`config.mk`:
```
export PLATFORM = sky130hd
export DESIGN_NAME = idexe_stage_reg
export DESIGN_NICKNAME = d
export VERILOG_FILES = /design/src/rtl/cpu_pipe_pkg.sv /design/src/rtl/pipe_skid_buf.sv /design/src/rtl/idexe_stage_reg.sv
export SDC_FILE = /design/constraint.sdc
export NUM_CORES = 1
export LEC_CHECK = 0
export CAP_MARGIN = 20
export CORE_MARGIN = 5
export CORE_UTILIZATION = 46
export CTS_CLUSTER_DIAMETER = 100
export DETAILED_ROUTE_END_ITERATION = 10
export PLACE_DENSITY_LB_ADDON = 0.1
export SETUP_SLACK_MARGIN = 0.05
export SYNTH_ARGS = -nofsm -noshare
export SYNTH_HDL_FRONTEND = slang
export SYNTH_HIERARCHICAL = 1
export SYNTH_SLANG_ARGS = --single-unit
```
`constraint.sdc`:
```
create_clock -name clk -period 4.3 [get_ports clk]
set_clock_uncertainty 0.1 [all_clocks]
set_input_delay 0.86 -clock clk [delete_from_list [all_inputs] [get_ports clk]]
set_output_delay 0.86 -clock clk [all_outputs]
set_load 0.02 [all_outputs]
```
`src/rtl/cpu_pipe_pkg.sv`:
```
// Shared types for the CPU pipeline registers: decoded control bundle, ID->EXE payload,
// skid-buffer occupancy states and a small stall-event helper.
package cpu_pipe_pkg;

    localparam int ALUC_W     = 4;
    localparam int REG_ADDR_W = 5;
    localparam int DATA_W     = 32;

    typedef struct packed {
        logic              wreg;
        logic              m2reg;
        logic              wmem;
        logic              aluimm;
        logic [ALUC_W-1:0] aluc;
    } idexe_ctrl_t;

    typedef struct packed {
        idexe_ctrl_t           ctrl;
        logic [REG_ADDR_W-1:0] dest_reg;
        logic [DATA_W-1:0]     qa;
        logic [DATA_W-1:0]     qb;
        logic [DATA_W-1:0]     imm32;
    } idexe_payload_t;

    typedef enum logic [1:0] {
        ST_EMPTY = 2'd0,
        ST_ONE   = 2'd1,
        ST_TWO   = 2'd2
    } skid_state_t;

    // A held instruction that EXE refuses, unless it is being killed this cycle.
    function automatic logic stall_event(input logic valid, input logic ready, input logic kill);
        return valid && !ready && !kill;
    endfunction

endpackage

```
`src/rtl/pipe_skid_buf.sv`:
```
// Generic two-entry skid buffer with a registered in_ready, so there is no combinational
// path from out_ready to in_ready. flush empties it from any state.
//
//   state    | meaning
//   ST_EMPTY | nothing held, out_valid=0
//   ST_ONE   | main entry valid, skid slot free
//   ST_TWO   | main and skid entries valid, in_ready=0
module pipe_skid_buf
    import cpu_pipe_pkg::*;
#(
    parameter int W = 8
) (
    input  logic         clk,
    input  logic         rst_n,
    input  logic         flush,
    input  logic         in_valid,
    output logic         in_ready,
    input  logic [W-1:0] in_data,
    output logic         out_valid,
    input  logic         out_ready,
    output logic [W-1:0] out_data
);

    skid_state_t  state;
    logic [W-1:0] main_q;
    logic [W-1:0] skid_q;
    logic         in_ready_q;
    logic         in_fire;

    assign in_fire   = in_valid && in_ready_q;
    assign in_ready  = in_ready_q;
    assign out_valid = (state != ST_EMPTY);
    assign out_data  = main_q;

    always_ff @(posedge clk or negedge rst_n) begin
        if (!rst_n) begin
            state      <= ST_EMPTY;
            main_q     <= '0;
            skid_q     <= '0;
            in_ready_q <= 1'b1;
        end else if (flush) begin
            state      <= ST_EMPTY;
            skid_q     <= '0;
            in_ready_q <= 1'b1;
        end else begin
            case (state)
                ST_EMPTY: begin
                    if (in_fire) begin
                        main_q <= in_data;
                        state  <= ST_ONE;
                    end
                end
                ST_ONE: begin
                    if (in_fire && out_ready) begin
                        main_q <= in_data;
                    end else if (in_fire) begin
                        skid_q     <= in_data;
                        state      <= ST_TWO;
                        in_ready_q <= 1'b0;
                    end else if (out_ready) begin
                        state <= ST_EMPTY;
                    end
                end
                ST_TWO: begin
                    // in_ready is low here, so only the promotion can happen
                    if (out_ready) begin
                        main_q     <= skid_q;
                        state      <= ST_ONE;
                        in_ready_q <= 1'b1;
                    end
                end
                default: begin
                    state      <= ST_EMPTY;
                    in_ready_q <= 1'b1;
                end
            endcase
        end
    end

endmodule

```
`src/rtl/idexe_stage_reg.sv`:
```
// ID->EXE pipeline register with valid/ready handshake, flush, bubble forcing and a
// saturating stall counter. Define IDEXE_SKID_EN for the two-entry registered-ready variant.
module idexe_stage_reg
    import cpu_pipe_pkg::stall_event;
#(
    parameter int DATA_W      = 32,
    parameter int REG_ADDR_W  = 5,
    parameter int ALUC_W      = 4,
    parameter int STALL_CNT_W = 16
) (
    input  logic                   clk,
    input  logic                   rst_n,
    input  logic                   flush,
    input  logic                   in_valid,
    output logic                   in_ready,
    input  logic                   wreg,
    input  logic                   m2reg,
    input  logic                   wmem,
    input  logic                   aluimm,
    input  logic [ALUC_W-1:0]      aluc,
    input  logic [REG_ADDR_W-1:0]  dest_reg,
    input  logic [DATA_W-1:0]      qa,
    input  logic [DATA_W-1:0]      qb,
    input  logic [DATA_W-1:0]      imm32,
    output logic                   out_valid,
    input  logic                   out_ready,
    output logic                   ewreg,
    output logic                   em2reg,
    output logic                   ewmem,
    output logic                   ealuimm,
    output logic [ALUC_W-1:0]      ealuc,
    output logic [REG_ADDR_W-1:0]  edest_reg,
    output logic [DATA_W-1:0]      eqa,
    output logic [DATA_W-1:0]      eqb,
    output logic [DATA_W-1:0]      eimm32,
    output logic [STALL_CNT_W-1:0] stall_cnt
);

    localparam int PAY_W = 4 + ALUC_W + REG_ADDR_W + 3 * DATA_W;

    logic [PAY_W-1:0] in_pay;
    logic [PAY_W-1:0] held;
    logic             h_wreg;
    logic             h_wmem;

    assign in_pay = {wreg, m2reg, wmem, aluimm, aluc, dest_reg, qa, qb, imm32};

`ifdef IDEXE_SKID_EN
    pipe_skid_buf #(
        .W(PAY_W)
    ) u_skid (
        .clk      (clk),
        .rst_n    (rst_n),
        .flush    (flush),
        .in_valid (in_valid),
        .in_ready (in_ready),
        .in_data  (in_pay),
        .out_valid(out_valid),
        .out_ready(out_ready),
        .out_data (held)
    );
`else
    logic valid_q;

    assign out_valid = valid_q;
    assign in_ready  = !valid_q || out_ready;

    always_ff @(posedge clk or negedge rst_n) begin
        if (!rst_n) begin
            valid_q <= 1'b0;
            held    <= '0;
        end else if (flush) begin
            valid_q <= 1'b0;
        end else if (in_valid && in_ready) begin
            valid_q <= 1'b1;
            held    <= in_pay;
        end else if (out_ready) begin
            valid_q <= 1'b0;
        end
    end
`endif

    assign {h_wreg, em2reg, h_wmem, ealuimm, ealuc, edest_reg, eqa, eqb, eimm32} = held;

    // A bubble must never write the register file or memory.
    assign ewreg = out_valid && h_wreg;
    assign ewmem = out_valid && h_wmem;

    always_ff @(posedge clk or negedge rst_n) begin
        if (!rst_n) begin
            stall_cnt <= '0;
        end else if (stall_event(out_valid, out_ready, flush) && (stall_cnt != '1)) begin
            stall_cnt <= stall_cnt + {{(STALL_CNT_W-1){1'b0}}, 1'b1};
        end
    end

endmodule

```
; ---- Word level (Yosys, flattened, before mapping)
; Cells that the tools add are included.
[word_totals]
elab_cells = 21
reg_bits = 126
ramBits = 0
mem_bits_ro = 0
latchBits = 0
mem_count = 0
output_inout_bits = 127
[classes]
n_mux = 3
bitwise_logic = 1
reduce_logical = 12
n_div = 0
mul = 0
addsub = 1
n_eq_ne = 1
n_lt_le_gt_ge = 0
shifts = 0
[ops]
columns = operator, count
row1 = $add 16x1->16 const B, 1
row2 = $ne 16x16->1 const B, 1
row3 = $logic_and 1x1->1, 6
row4 = $logic_not 1->1, 3
row5 = $mux 1, 3
row6 = $reduce_bool 3->1, 1
row7 = $reduce_and 2->1, 1
row8 = $logic_or 1x1->1, 1
row9 = $not 1->1, 1

; ---- Depth between registers and ports, before layout
; Gate-level depths: netlist of the first run.
[logic_depth]
word_depth = 5
mapped_depth = 6
ltp_nobuf = 5

; ---- Worst setup path after synthesis of the first run
; OpenSTA, ideal clock, no wires.
[synth_path]
path_type = input-to-output
from = input out_ready
to = output in_ready
stages = 2
t_required_ns = 3.340
slack_ns = 2.151
t_arrival_ns = 1.189
path_cell_list = nor2b_1 inv_1
[synth_via]
elab_chain_len = 1
[synth_rtl]
columns = item, line_no
row1 = from (decl), idexe_stage_reg.sv:26  ; input logic out_ready,
row2 = $logic_or 1x1->1, idexe_stage_reg.sv:66  ; assign in_ready = !valid_q || out_ready;
row3 = to (decl), idexe_stage_reg.sv:15  ; output logic in_ready,
; No other way between the ends.

; ---- Worst setup path in the final report of the first run
; Ends and elaborated chain as after synthesis.

==> impl_metrics.py, run 1 <==
metrics = {
    "timing": {
        "worstMarginPinSlew_ns": 0.861,
        "setup_ws_ns": 1.14,
        "setup-violations-final": 0,
        "fmax_mhz": 316,
        "min_period_ns": 3.16,
        "finalCritPeriodShare_pct": 73.5,
        "hold_violations": 0,
        "slew_headroom_pct": 42.6,
        "finalSetupTns_ns": 0,
        "final_max_slew_viol_count": 0,
        "rsz0062_at_grt": "false",
    },
    "synthesis": {
        "syn_inst": 412,
        "synth_warnings": 6,
        "synth_cell_types": 24,
        "synth.most_common_cell": "dfrtp_1",
        "async_flop_share_pct": 100,
        "synth_seq_cells": 126,
        "syn_area_sq_mm": 0.00566,
        "synth_top_flop_cell": "dfrtp_1",
        "yosysSeqAreaShare_pct": 55.7,
        "synth_top_area_share_pct": 55.7,
        "synth-edff-count": 0,
        "netlist_top_cells_count": "dfrtp_1 (126), mux2_2 (109), buf_4 (107)",
        "syn_avg_cell_area_sq_um": 13.7,
        "yosys-top-cells-area": "dfrtp_1 (56%), mux2_2 (22%), buf_4 (14%)",
        "synth_top_cell_by_area": "dfrtp_1",
        "syn-num-nets": 527,
    },
    "grt": {
        "grt_pass1_wl_microns": 20200,
        "track_usage_pct": 18.0,
        "grt_pass1_vias": 3774,
        "antenna_found_initial": 1,
        "gr-total-overflow": 0,
        "grt_max_degree": 71,
    },
    "routing": {
        "first_iter_violations": 142,
        "routedWlPerCell_microns": 17.6,
        "drc": 0,
        "firstDrtPassIters": 4,
        "postRouteAntennaNets": 0,
        "viasPerCell": 4.76,
        "dr_total_vias": 3515,
        "wl_microns": 13000,
    },
    "worst_setup_path": {
        "crit_path_start_kind": "input pin",
        "rr_worst_depth": 4,
        "cp.required_ns": 3.34,
        "path_max_fanout": 4,
        "worst_setup_path_end_kind": "output pin",
        "crit_type": "in2out",
        "crit_arrival_ns": 2.20,
    },
    "pwr": {
        "vdd.ir_drop.worst_v": 0.000277,
        "comb_power_share_pct": 26.4,
        "switching_share_pct": 26.7,
        "power.density_mw_per_mm2": 487,
        "p_sw_mw": 1.05,
        "leakage_nw": 3.38,
        "clkPwrFrac_pct": 35.6,
        "internal_power_mw": 2.88,
        "fin_total_pwr_mw": 3.93,
        "power_frac_seq_pct": 38.0,
    },
    "floorplanning": {
        "die-height_microns": 121,
        "dieWidth_microns": 121,
        "ios": 241,
        "die-area_sq_mm": 0.0146,
        "num_rows": 40,
        "coreArea_sq_mm": 0.0121,
        "initial_core_util_pct": 47.0,
    },
    "clock_network": {
        "numCtsBuffers": 17,
        "cts_tree": "yes",
        "cts_hold_buf": 0,
        "root_buffer": "clkbuf_16",
        "clk_latency_ns": 0.40,
        "cts_resized": 0,
        "clk_pin_slew_ns": 0.05,
        "cts_buffer_depth": 2,
        "cts.sinks": 126,
        "post-cts-setup-buffers": 0,
        "cts.htree.levels": 4,
    },
    "finish": {
        "nNetsFinal": 672,
        "syn2layout_area_growth_pct": 42.4,
        "fin_area_sq_mm": 0.00807,
        "regArea_sq_mm": 0.00315,
        "n_fill_cell": 929,
        "multi_input_area_sq_mm": 0.00166,
        "drive_gt1_share_pct": 25.8,
        "fin_util_pct": 66.9,
    },
    "flow_run": {
        "maxCapViolations": 0,
    },
    "status": {
        "outcome": "finished, final reports clean",
    },
    "worst_hold_path": {
        "hold_depth": 1,
        "hold_path_class": "reg2reg",
    },
    "place": {
        "placed_area_sq_mm": 0.00747,
        "place_hpwl_microns": 9760,
        "port-buffer-count": 240,
        "place_worst_setup_slack_ns": 1.14,
        "gp_congestion": 0.790,
    },
}
-- kinds of logic (layout without fill, tap and decap cells) --
logic type / after synthesis / in the layout / synth area share, %
AOI/OAI and AO/OA: 2 / 2 / 0.177
other: 0 / 1 / 0
and+or+nand+nor: 41 / 41 / 4.71
muxes: 110 / 110 / 21.9
adders and majority gates: 1 / 1 / 0.221
xor gates and xnor gates: 14 / 14 / 2.16
buffers and inverters: 118 / 276 / 15.1
DFF: 126 / 126 / 55.7
-- metrics by stage --
stage	hold slack [ns]	std cells
after floorplan	0.372	412
after global placement	0.385	706
after detailed placement	0.392	706
after CTS	0.402	738
after global routing	0.415	739
final	0.397	739
-- cell usage in the layout (no fill, tap or decap) --
| master | Yosys | routed |
|---|---|---|
| mux2_4 | 1 | 1 |
| clkbuf_8 | 0 | 5 |
| clkbuf_16 | 0 | 17 |
| bufinv_16 | 0 | 2 |
| o21ai_0 | 2 | 2 |
| xor2_1 | 14 | 14 |
| mux2_2 | 109 | 109 |
| buf_4 | 107 | 2 |
| inv_1 | 1 | 1 |
| dfrtp_1 | 126 | 126 |
| and2_1 | 3 | 3 |
| and4_1 | 1 | 1 |
| buf_12 | 0 | 2 |
| clkdlybuf4s50_1 | 0 | 239 |
| nor3_1 | 6 | 6 |
| nor4_4 | 1 | 1 |
| nor2b_1 | 1 | 1 |
| nor3b_1 | 3 | 2 |
| diode_2 | 0 | 1 |
| nand2_1 | 5 | 5 |
| ha_1 | 1 | 1 |
| clkbuf_1 | 0 | 4 |
| nand4_1 | 5 | 5 |
| clkinv_2 | 0 | 4 |
| nor2_2 | 1 | 1 |
| nor2_1 | 3 | 3 |
| nor4_1 | 5 | 5 |
| nand3_1 | 1 | 1 |
| nand2b_1 | 2 | 2 |
| nor4b_1 | 2 | 2 |
| nor3b_2 | 0 | 1 |
| nand4_2 | 2 | 2 |
-- worst paths after layout --
| check | start | endpoint | slack (ns) |
|---|---|---|---|
| setup / recovery | out_ready | in_ready | 1.14 |
| hold / removal | held[108]$_DFFE_PN0P_ | held[108]$_DFFE_PN0P_ | 0.40 |
| setup reg to reg | out_valid$_DFFE_PN0P_ | held[19]$_DFFE_PN0P_ | 2.23 |
| hold reg to reg | held[108]$_DFFE_PN0P_ | held[108]$_DFFE_PN0P_ | 0.40 |
| max in group asynchronous | rst_n | held[4]$_DFFE_PN0P_ | 2.82 |
| min in group asynchronous | rst_n | held[49]$_DFFE_PN0P_ | 0.46 |
-- worst max-delay path: stages --
cell and delay, ns:
clkdlybuf4s50_1 0.44, nor2b_1 0.29, inv_1 0.07, clkdlybuf4s50_1 0.54
-- power by group through the flow --
stage / combinational, mW / clock, mW / sequential [mW]
6_report: 1.04 / 1.40 / 1.49
5_1_grt: 1.09 / 1.48 / 1.52
4_1_cts: 1.05 / 1.43 / 1.50
3_5_place_dp: 1.05 / 0 / 1.51
3_3_place_gp: 1.04 / 0 / 1.50
2_1_floorplan: 0.694 / 0 / 1.51
-- state kept, by name, indices dropped and copies added (netlist names) --
name	flops
held	109
stall_cnt	16
out_valid	1
-- final cells by class --
| class | instances | area share, % |
|---|---|---|
| Clock buffer | 26 | 6.31 |
| Multi-Input combinational cell | 168 | 20.6 |
| Timing Repair Buffer | 243 | 30.3 |
| Antenna cell | 1 | 0.0310 |
| Inverter | 1 | 0.0465 |
| Sequential cell | 126 | 39.1 |
| Clock inverter | 6 | 0.993 |
| Tap cell | 168 | 2.61 |
-- per-layer routing --
| layer | global-route usage (%) | up-vias | part of all wire [%] |
|---|---|---|---|
| met4 | 8.99 | 0 | 2.7 |
| met3 | 6.29 | 26 | 8.2 |
| li1 | - | 1598 | - |
| met2 | 30.1 | 150 | 50 |
| met5 | 0 | - | 0 |
| met1 | 20.6 | 1741 | 39 |
Note: power is estimated with default switching activity, not from simulation.
==> run 2: changes to the inputs <==
--- a/config.mk
+++ b/config.mk
@@ -7,7 +7,7 @@
 export LEC_CHECK = 0
 export CAP_MARGIN = 20
 export CORE_MARGIN = 5
-export CORE_UTILIZATION = 46
+export CORE_UTILIZATION = 43
 export CTS_CLUSTER_DIAMETER = 100
 export DETAILED_ROUTE_END_ITERATION = 10
 export PLACE_DENSITY_LB_ADDON = 0.1
==> constraint.sdc (replaced) <==
create_clock -name clk -period 3.25 [get_ports clk]
set_clock_uncertainty 0.1 [all_clocks]
set_input_delay 0.65 -clock clk [delete_from_list [all_inputs] [get_ports clk]]
set_output_delay 0.65 -clock clk [all_outputs]
set_load 0.02 [all_outputs]
==> impl_metrics.py, run 2 (same netlist as run 1, synthesis figures left out) <==
metrics = {
    "timing": {
        "worstMarginPinSlew_ns": 0.715,
        "slew_headroom_pct": 52.3,
        "hold_violations": 0,
        "setup_ws_ns": 0.541,
        "min_period_ns": 2.71,
        "finalSetupTns_ns": 0,
        "finalCritPeriodShare_pct": 83.4,
        "setup-violations-final": 0,
        "fmax_mhz": 369,
        "rsz0062_at_grt": "false",
        "final_max_slew_viol_count": 0,
    },
    "finish": {
        "syn2layout_area_growth_pct": 42.6,
        "regMostFlops": "held",
        "diodes": 0,
        "drive_gt1_share_pct": 26.1,
        "layout_commonest_cell": "clkdlybuf4s50_1",
        "layout_common_cells": "clkdlybuf4s50_1 (239), dfrtp_1 (126), mux2_2 (109)",
        "instances_no_fill": 744,
        "largest_register_ffs": 109,
        "nNetsFinal": 673,
        "fin_area_sq_mm": 0.00808,
    },
    "floorplanning": {
        "dieWidth_microns": 125,
        "die-area_sq_mm": 0.0156,
        "ios": 241,
        "die-height_microns": 125,
        "num_rows": 42,
        "coreArea_sq_mm": 0.0131,
        "initial_core_util_pct": 43.3,
    },
    "place": {
        "gp_congestion": 0.772,
        "place_hpwl_microns": 9570,
        "placed_area_sq_mm": 0.00750,
        "port-buffer-count": 240,
        "place_worst_setup_slack_ns": 0.541,
        "placedCellCount": 715,
    },
    "worst_setup_path": {
        "crit_top_cell": "clkdlybuf4s50_1",
        "crit_path_start_kind": "input pin",
        "cpPeakStageDelay_ns": 0.54,
        "critical_path_buf_inv_count": 3,
        "crit_arrival_ns": 1.96,
        "path_cells": "clkdlybuf4s50_1 -> nor2b_1 -> inv_1 -> clkdlybuf4s50_1",
        "path_max_fanout": 4,
        "cp.required_ns": 2.50,
        "cp_slowest_cell": "clkdlybuf4s50_1",
        "crit_type": "in2out",
        "cp_top_family": "buffers and inverters",
        "worst_setup_path_end_kind": "output pin",
    },
    "pwr": {
        "clkPwrFrac_pct": 35.3,
        "leakage_nw": 3.38,
        "internal_power_mw": 3.78,
        "power.density_mw_per_mm2": 638,
        "p_sw_mw": 1.37,
        "comb_power_share_pct": 26.4,
        "switching_share_pct": 26.6,
        "fin_total_pwr_mw": 5.15,
        "vdd.ir_drop.worst_v": 0.000349,
        "power_frac_seq_pct": 38.3,
    },
    "routing": {
        "drc": 0,
        "dr_total_vias": 3452,
        "postRouteAntennaNets": 0,
        "first_iter_violations": 108,
        "firstDrtPassIters": 4,
        "viasPerCell": 4.64,
        "routedWlPerCell_microns": 17.1,
        "wl_microns": 12700,
    },
    "clock_network": {
        "cts_resized": 0,
        "root_buffer": "clkbuf_16",
        "cts.htree.levels": 4,
        "cts_tree": "yes",
        "numCtsBuffers": 17,
        "clk_latency_ns": 0.40,
        "cts_buffer_depth": 2,
        "post-cts-setup-buffers": 0,
        "cts.sinks": 126,
        "cts_hold_buf": 0,
        "clk_pin_slew_ns": 0.05,
    },
    "grt": {
        "grt_pass1_vias": 3862,
        "antenna_found_initial": 0,
        "grt_max_degree": 67,
        "track_usage_pct": 16.8,
        "grt_pass1_wl_microns": 20500,
        "gr-total-overflow": 0,
    },
    "worst_hold_path": {
        "hold_path_class": "in2async",
    },
    "status": {
        "outcome": "finished, final reports clean",
    },
    "flow_run": {
        "maxCapViolations": 0,
    },
}
## run 2: cell types whose count changed in the layout (fill, tap and decap cells not counted), sizes merged
cell,change
diode,-1
clkinvlp,+1
buf,+1
clkbuf,-4
## run 2: final timing paths
kind                                  startpoint                   end  slack, ns  cells after the start
max in group asynchronous                  rst_n  held[50]$_DFFE_PN0P_       2.07                      2
hold / removal                             rst_n  held[49]$_DFFE_PN0P_       0.19                      1
hold reg to reg              held[2]$_DFFE_PN0P_   held[2]$_DFFE_PN0P_       0.40                      1
setup reg to reg           out_valid$_DFFE_PN0P_  held[35]$_DFFE_PN0P_       1.22                      4
min in group clk             held[2]$_DFFE_PN0P_   held[2]$_DFFE_PN0P_       0.40                      1
setup / recovery                       out_ready              in_ready       0.54                      4
## run 2: layout make-up
type | count | area (sq um)
clock buffers | 22 | 484
clock inverters | 7 | 87.6
fillers | 1021 | 5010
inverters | 1 | 3.75
multi-input cells | 168 | 1660
flip-flops and latches | 126 | 3150
well taps | 176 | 220
repair buffers | 244 | 2470
## run 2: per-layer routing
metal	up-vias	GRT usage [%]	wire (microns)
met3	29	6.05	929
met1	1686	19.0	4950
met5	-	0	0
met4	0	8.38	376
li1	1600	-	-
met2	137	28.0	6460
## run 2: power by group through the flow
stage,Sequential [mW],Clock (mW),Combinational (mW)
after global routing,2.01,1.94,1.44
after CTS,1.98,1.87,1.39
after detailed placement,2.00,0,1.38
after global placement,1.99,0,1.36
after floorplan,2.00,0,0.919
final,1.97,1.82,1.36
## run 2: worst register-to-register path, delay by kind of cell, from the launching register on
kind	cells	cell delay, ns
buffers and inverters	1	0.36
DFF	1	0.44
muxes	1	0.45
and+or+nand+nor	2	0.56
## run 2: per-stage QoR
step	hold slack, ns	utilization, %
3_3_place_gp	0.387	57.3
2_1_floorplan	0.254	-
3_5_place_dp	0.394	57.3
4_1_cts	0.212	61.7
6_report	0.193	61.7
5_1_grt	0.244	61.7
==> run 3: changes to the inputs <==
==> constraint.sdc (replaced) <==
create_clock -name clk -period 2.8 [get_ports clk]
set_clock_uncertainty 0.1 [all_clocks]
set_input_delay 0.56 -clock clk [delete_from_list [all_inputs] [get_ports clk]]
set_output_delay 0.56 -clock clk [all_outputs]
set_load 0.02 [all_outputs]
==> impl_metrics.py, run 3 (same netlist as run 1, synthesis figures left out) <==
metrics = {
    "status": {
        "outcome": "finished, final reports clean",
    },
    "routing": {
        "first_iter_violations": 93,
        "postRouteAntennaNets": 0,
        "drc": 0,
        "wl_microns": 12600,
        "viasPerCell": 4.53,
        "routedWlPerCell_microns": 16.9,
        "dr_total_vias": 3400,
        "firstDrtPassIters": 4,
    },
    "worst_setup_path": {
        "cp_top_family": "buffers and inverters",
        "rr_worst_depth": 4,
        "rr_startpoint": "out_valid$_DFFE_PN0P_",
        "crit_path_start_kind": "input pin",
        "crit_arrival_ns": 1.88,
        "path_max_fanout": 4,
        "worst_setup_path_end_kind": "output pin",
        "crit_type": "in2out",
        "cpPeakStageDelay_ns": 0.54,
        "critical_path_buf_inv_count": 3,
        "r2r_slack_ns": 0.75,
        "r2r-end": "held[85]$_DFFE_PN0P_",
        "startpoint": "out_ready",
        "path_cells": "clkdlybuf4s50_1 -> nor2b_1 -> inv_1 -> clkdlybuf4s50_1",
        "crit_top_cell": "clkdlybuf4s50_1",
        "cp.required_ns": 2.14,
        "cp_slowest_cell": "clkdlybuf4s50_1",
    },
    "worst_hold_path": {
        "holdPathEnd": "held[94]$_DFFE_PN0P_",
        "hold_depth": 1,
        "hold_path_class": "reg2reg",
        "min_from": "held[94]$_DFFE_PN0P_",
    },
    "grt": {
        "gr-total-overflow": 0,
        "antenna_found_initial": 0,
        "track_usage_pct": 16.7,
        "grt_pass1_wl_microns": 20500,
        "grt_max_degree": 74,
        "grt_pass1_vias": 3862,
    },
    "finish": {
        "layout_commonest_cell": "clkdlybuf4s50_1",
        "n_fill_cell": 1016,
        "layout_common_cells": "clkdlybuf4s50_1 (239), dfrtp_1 (126), mux2_2 (109)",
        "nNetsFinal": 676,
        "fin_util_pct": 62.2,
        "syn2layout_area_growth_pct": 43.8,
        "drive_gt1_share_pct": 26.5,
        "largest_register_ffs": 109,
        "diodes": 0,
        "regMostFlops": "held",
    },
    "clock_network": {
        "cts.htree.levels": 4,
        "cts.sinks": 126,
        "cts_resized": 0,
        "numCtsBuffers": 17,
        "root_buffer": "clkbuf_16",
        "cts_buffer_depth": 2,
        "clk_pin_slew_ns": 0.05,
        "clk_latency_ns": 0.40,
        "cts_tree": "yes",
    },
    "timing": {
        "min_period_ns": 2.54,
        "final_max_slew_viol_count": 0,
        "setup-violations-final": 0,
        "fmax_mhz": 394,
        "finalCritPeriodShare_pct": 90.5,
        "hold_violations": 0,
        "finalSetupTns_ns": 0,
        "worstMarginPinSlew_ns": 0.537,
        "slew_headroom_pct": 63.9,
        "rsz0062_at_grt": "false",
    },
    "floorplanning": {
        "die-area_sq_mm": 0.0156,
        "coreArea_sq_mm": 0.0131,
        "ios": 241,
        "dieWidth_microns": 125,
        "num_rows": 42,
        "die-height_microns": 125,
        "initial_core_util_pct": 43.3,
    },
    "place": {
        "port-buffer-count": 240,
        "gp_congestion": 0.792,
        "place_hpwl_microns": 9480,
    },
    "flow_run": {
        "maxCapViolations": 0,
    },
    "pwr": {
        "leakage_nw": 3.41,
        "vdd.ir_drop.worst_v": 0.000380,
        "power.density_mw_per_mm2": 753,
    },
}
run 3: cell count changes in the layout (fill, tap and decap cells not counted):
cell,before,now
buf_4,2,4
bufinv_16,2,4
clkbuf_1,1,2
clkbuf_8,4,1
clkinv_2,4,5
clkinvlp_4,1,3
dlygate4sd3_1,0,1
run 3: area by class of cell:
type                       count  area, sq um  share of cell area, %
sequential                   126         3150                   38.7
timing repair buffer         247         2490                   30.6
clock buffer                  20          447                   5.49
clock inverter                12          168                   2.06
tap                          176          220                   2.70
multi-input combinational    168         1660                   20.4
inverter                       1         3.75                 0.0461
run 3: report_power, final:
part | switching [mW] | leakage, nW | internal, mW
clock network | 0.759 | 0.296 | 1.50
logic | 0.691 | 1.60 | 0.886
registers | 0.170 | 1.51 | 2.12
run 3: stage by stage:
stage          instance area (sq um)  std cells  power, mW  hold slack [ns]  setup slack (ns)
3_5_place_dp                    7520        717       3.92            0.306             0.252
2_1_floorplan                   5660        412       3.38            0.164             0.932
4_1_cts                         8140        750       6.22            0.407             0.269
6_report                        8140        750       6.13            0.403             0.265
5_1_grt                         8140        750       6.40            0.416             0.178
3_3_place_gp                    7520        717       3.89            0.302             0.297
run 3: worst max path at each step:
stage / endpoint / slack [ns] / depth (start not counted)
after global placement: in_ready / 0.30 / 4
after detailed placement: held[85]$_DFFE_PN0P_ / 0.25 / 5
after global routing: in_ready / 0.18 / 4
after floorplan: held[75]$_DFFE_PN0P_ / 0.93 / 6
final: in_ready / 0.26 / 4
after CTS: in_ready / 0.27 / 4
run 3: what timing repair did:
action	4_1_cts	5_1_grt
endpoints found under the hold margin	7	0
buffers inserted	0	0
hold buffers	1	0
run 3: metal layers:
metal  track usage (%)  vias to the layer above  part of all wire, %
met2              28.8                      126                   53
met3              6.05                       16                  6.7
met4              6.51                        0                  1.8
li1                  -                     1606                    -
met1              18.9                     1652                   39
met5                 0                        -                    0
